==> src/rtl/keypad_conditioner.sv <==
// Purpose: synchronize, debounce and edge-detect the raw enter button; capture the digit alongside each accepted press.
// Latency: enter_pulse rises SYNC_STAGES+DEBOUNCE_CYCLES cycles after a clean raw press edge.
// Backpressure: none; one pulse per debounced press, no auto-repeat.
module keypad_conditioner #(
    parameter int SYNC_STAGES     = 2,
    parameter int DEBOUNCE_CYCLES = 16,
    localparam int CNT_W          = $clog2(DEBOUNCE_CYCLES + 1)
) (
    input  logic       clk,
    input  logic       reset,
    input  logic       enter_raw,
    input  logic [3:0] digit_raw,
    output logic       enter_pulse,
    output logic [3:0] digit_out,
    output logic       key_held,
    output logic [7:0] press_count
);

    typedef enum logic [2:0] {
        IDLE,
        PRESS_WAIT,
        FIRE,
        HELD,
        RELEASE_WAIT
    } state_t;

    localparam logic [CNT_W-1:0] CNT_LAST = CNT_W'(DEBOUNCE_CYCLES - 1);
    localparam logic [CNT_W-1:0] CNT_ONE  = CNT_W'(1);

    logic [SYNC_STAGES-1:0]      enter_sync;
    logic [SYNC_STAGES-1:0][3:0] digit_sync;
    logic                        enter_s;
    logic [3:0]                  digit_s;

    state_t           state, next_state;
    logic [CNT_W-1:0] cnt, cnt_nxt;

    always_ff @(posedge clk or posedge reset) begin
        if (reset) begin
            enter_sync <= '0;
            digit_sync <= '0;
        end else begin
            enter_sync <= {enter_sync[SYNC_STAGES-2:0], enter_raw};
            digit_sync <= {digit_sync[SYNC_STAGES-2:0], digit_raw};
        end
    end

    assign enter_s = enter_sync[SYNC_STAGES-1];
    assign digit_s = digit_sync[SYNC_STAGES-1];

    // The first sample that leaves IDLE/HELD already counts toward the stable run, hence cnt=1 on entry.
    always_comb begin
        next_state = state;
        cnt_nxt    = cnt;
        case (state)
            IDLE: begin
                if (enter_s) begin
                    next_state = PRESS_WAIT;
                    cnt_nxt    = CNT_ONE;
                end
            end
            PRESS_WAIT: begin
                if (!enter_s) begin
                    next_state = IDLE;
                    cnt_nxt    = '0;
                end else if (cnt == CNT_LAST) begin
                    next_state = FIRE;
                    cnt_nxt    = '0;
                end else begin
                    cnt_nxt = cnt + CNT_ONE;
                end
            end
            FIRE: begin
                next_state = HELD;
                cnt_nxt    = '0;
            end
            HELD: begin
                if (!enter_s) begin
                    next_state = RELEASE_WAIT;
                    cnt_nxt    = CNT_ONE;
                end
            end
            RELEASE_WAIT: begin
                if (enter_s) begin
                    next_state = HELD;
                    cnt_nxt    = '0;
                end else if (cnt == CNT_LAST) begin
                    next_state = IDLE;
                    cnt_nxt    = '0;
                end else begin
                    cnt_nxt = cnt + CNT_ONE;
                end
            end
            default: begin
                next_state = IDLE;
                cnt_nxt    = '0;
            end
        endcase
    end

    always_ff @(posedge clk or posedge reset) begin
        if (reset) begin
            state <= IDLE;
            cnt   <= '0;
        end else begin
            state <= next_state;
            cnt   <= cnt_nxt;
        end
    end

    // Outputs are registered from next_state so they line up with the state they describe, glitch-free.
    always_ff @(posedge clk or posedge reset) begin
        if (reset) begin
            enter_pulse <= 1'b0;
            key_held    <= 1'b0;
            digit_out   <= '0;
            press_count <= '0;
        end else begin
            enter_pulse <= (next_state == FIRE);
            key_held    <= (next_state == FIRE) || (next_state == HELD) || (next_state == RELEASE_WAIT);
            if (next_state == FIRE && state != FIRE) begin
                digit_out   <= digit_s;
                press_count <= press_count + 8'd1;
            end
        end
    end

endmodule

==> config.mk <==
export PLATFORM = sky130hd
export DESIGN_NAME = keypad_conditioner
export DESIGN_NICKNAME = d
export VERILOG_FILES = /design/src/rtl/keypad_conditioner.sv
export SDC_FILE = /design/constraint.sdc
export NUM_CORES = 1
export LEC_CHECK = 0
export CAP_MARGIN = 20
export CORE_MARGIN = 1.5
export CORE_UTILIZATION = 30
export DETAILED_ROUTE_END_ITERATION = 10
export MAX_ROUTING_LAYER = met4
export PLACE_DENSITY_LB_ADDON = 0.08
export SLEW_MARGIN = 20
export SYNTH_ARGS = -nofsm -noshare
export SYNTH_HDL_FRONTEND = slang
export SYNTH_SLANG_ARGS = --single-unit
==> constraint.sdc <==
create_clock -name clk -period 4.5 [get_ports clk]
set_input_delay 0.9 -clock clk [delete_from_list [all_inputs] [get_ports clk]]
set_output_delay 0.9 -clock clk [all_outputs]
set_load 0.005 [all_outputs]
==> impl_results.md <==
- Synth Cell Area: 1320 µm²
- Total grt overflow: 0
- Final core occ: 40.1%
- Initial antenna violation count: 0
- Fin crit share: 48.7%
- Total CTS buffers: 5
- Setup Crit Path Kind: reg -> out
- Library cells used by synthesis: 33
- Synth warn: 0
- Layout Nets: 136
- Worst-margin pin slew: 0.545 ns
- Row count: 23
- Synth Area in Compound Gates: 9.37%
- Maximum VDD drop: 0.201 mV
- Clock Power Share: 41.6%
- # fillers: 405
- Startpoint class of the critical path: register
- Antenna cells: 0
- Commonest non-fill, non-tap cell in the layout: dfrtp_1
- Switching power: 0.000121 W
- Adder-cell share of the synthesized area: 1.89%
- DPL Wire Length: 1.57 mm
- Synth Area in XOR/XNOR: 4.64%
- Global-route wire length before repair: 4.20 mm
- Final Slew Violations: 0
- Routability-driven placement congestion ratio: 0.776
- Root buf cell: clkbuf_8
- Drt pass-1 iters: 4
- Worst-Skew Late Latency: 0.29 ns
- Post-synthesis register bit count: 32
- Die span in x: 69.4 µm
- Layout cells sized above 1: 15.7%
- Max frequency: 0.457 GHz
- CTS H-tree lvls: 2
- Critical Path RT: 3.60 ns
- Hold Buf Count CTS: 0
- Hold Fails Final Rpt: 0
- Clock sinks: 32
- Area growth, synth to finish: 24.9%
- Vias in the first global route: 894
- CTS tree: built
- DRT antenna net count: 0
- Cell at the slowest stage of the critical path: clkdlybuf4s50_1
- Combinational family with the most area after synthesis: simple AND/OR/NAND/NOR gates
- Vias: 850
- Worst slew margin: 63.6%
- Commonest non-fill, non-tap cells in the layout: 32 x dfrtp_1, 20 x clkdlybuf4s50_1, 9 x nand3_1, 7 x clkbuf_8, 6 x xnor2_1
- Vias per inst: 4.80
- Max stage delay on crit path: 0.54 ns
- Top Family by Delay on Critical Path: buffers and inverters
- Number of port buffers: 20
- Sw Ratio: 21.5%
- Internal Power: 0.000444 W
- Wirelength, routed: 2.34 mm
- Simple-Gate Fraction of Synth Area: 15.6%
- Max Cap Viol: 0
- Core area: 4120 µm²
- Status: finished clean
- Largest net degree at the start of global routing: 28
- Pwr per Cell Area: 342 nW/µm²
- Final Power: 0.000565 W
- Pleak: 0.738 nW
- Post-synthesis sequential area ratio: 60.5%
- Avg Synthesized Cell Area: 12.7 µm²
- Final setup violating endpoints: 0
- Gate power share: 4.7%
- Detailed Route Iter0 Violations: 40
- Critical Path Sink Type: primary output
- Starting density of the core: 32.1%
- Cts repair resizes: 0
- GRT Resource Usage Total: 11.9%
- Clock Path Buffers: 2
- Clk slew on worst S/H paths: 0.06 ns
- Post-layout minimum cycle time: 2.19 ns
- Synthesized instance count: 104
- Worst Path Max Fanout: 6
- Clk_skew: 0.0104 ns
- Die Area: 4820 µm²
- Post-DR wirelength/cell: 13.2 µm
- Die H: 69.4 µm
- Post-CTS setup buffer count: 0
- I/O pin total: 21
- Sequential power share: 53.7%
- Type of the worst min-delay path: reg -> reg
- Mapped Nets: 113
- WP data arrival: 1.29 ns
- Unrepaired setup endpoints after global routing: false
- Mux cell area share after synthesis: 4.26%
- # DRC: 0
- Crit-path cells: clkdlybuf4s50_1
- Setup TNS: 0 ns
- CP bufs+invs: 1
[cell type report]
| cell class | instances | area (µm²) | share of cell area (%) |
|---|---|---|---|
| Inverter | 3 | 11.3 | 0.682 |
| Tap cell | 50 | 62.6 | 3.79 |
| Sequential cell | 32 | 801 | 48.5 |
| Multi-Input combinational cell | 64 | 473 | 28.6 |
| Timing Repair Buffer | 21 | 208 | 12.6 |
| Clock buffer | 7 | 96.3 | 5.83 |
[stage by stage]
stage | worst slack (ns) | cell area [µm²] | instances | hold slack, ns
2_1_floorplan | 2.83 | 1320 | 104 | 0.331
3_3_place_gp | 2.30 | 1560 | 170 | 0.333
3_5_place_dp | 2.29 | 1560 | 170 | 0.335
4_1_cts | 2.29 | 1650 | 177 | 0.348
5_1_grt | 2.25 | 1650 | 177 | 0.366
6_report | 2.31 | 1650 | 177 | 0.347
[per-layer routing]
layer,global-route usage [%],vias up,routed length (µm),share of wire (%)
met4,6.54,0,65,2.8
met5,-,-,0,0
met1,13.4,409,1040,45
li1,-,417,-,-
met3,5.96,6,133,5.7
met2,17.1,18,1100,47
[sequential cells by signal (all words and copies together), names as in the netlist]
| register | cells |
|---|---|
| press_count | 8 |
| key_held | 1 |
| enter_pulse | 1 |
| digit_sync | 4 |
| state | 3 |
| enter_sync | 2 |
| cnt | 5 |
| digit_s | 4 |
| digit_out | 4 |
[worst paths after layout]
| kind | startpoint | endpoint | slack (ns) | cells after the start |
|---|---|---|---|---|
| min reg2reg | digit_sync[3] | digit_s[3] | 0.35 | 0 |
| min | digit_sync[3] | digit_s[3] | 0.35 | 0 |
| max reg2reg | cnt[0] | digit_out[1] | 2.54 | 4 |
| min in group asynchronous | reset | cnt[3] | 0.98 | 2 |
| max | press_count[0] | press_count[0] | 2.31 | 1 |
| max in group asynchronous | reset | enter_sync[0] | 3.02 | 3 |
[power groups by stage]
stage          Combinational, W  Sequential, W  Clock (W)
2_1_floorplan         0.0000201       0.000305          0
3_3_place_gp          0.0000268       0.000308          0
3_5_place_dp          0.0000275       0.000309          0
4_1_cts               0.0000275       0.000303   0.000246
5_1_grt               0.0000309       0.000305   0.000261
6_report              0.0000267       0.000303   0.000235
[cell families after synthesis]
| kind of cell | after synthesis |
|---|---|
| AO/OA/AOI/OAI | 18 |
| flip-flops | 32 |
| multiplexers | 5 |
| AND/OR/NAND/NOR | 32 |
| buffers and inverters | 8 |
| adder cells (fa/ha/maj) | 2 |
| XOR/XNOR | 7 |
[Yosys cell counts]
cell type  instances  area share (%)
inv_1              3            0.85
a21boi_0           1            0.57
a2bb2oi_1          1            0.66
nor3_1             1            0.38
mux2_2             5             4.3
a31o_2             1            0.66
buf_6              2             1.7
a311oi_1           1            0.66
nor3_4             1             1.2
nand2_1            5             1.4
nor4_4             1             1.6
a22o_1             2             1.3
nor2_1             4             1.1
and3_1             1            0.47
nand3b_1           3             1.7
a21oi_1            5             1.9
or3_1              1            0.47
nand4b_2           1             1.1
xnor2_1            6             4.0
nand3_1            9             3.4
xor2_1             1            0.66
a21o_2             1            0.66
or4b_1             1            0.76
o32ai_1            1            0.66
nor2b_1            1            0.47
or2_1              1            0.47
o21ai_2            1            0.66
buf_2              3             1.1
ha_1               2             1.9
nand4_1            2            0.95
o22ai_1            1            0.47
o21ai_0            3             1.1
dfrtp_1           32              61
No activity file was read; power rests on OpenSTA's default activity.
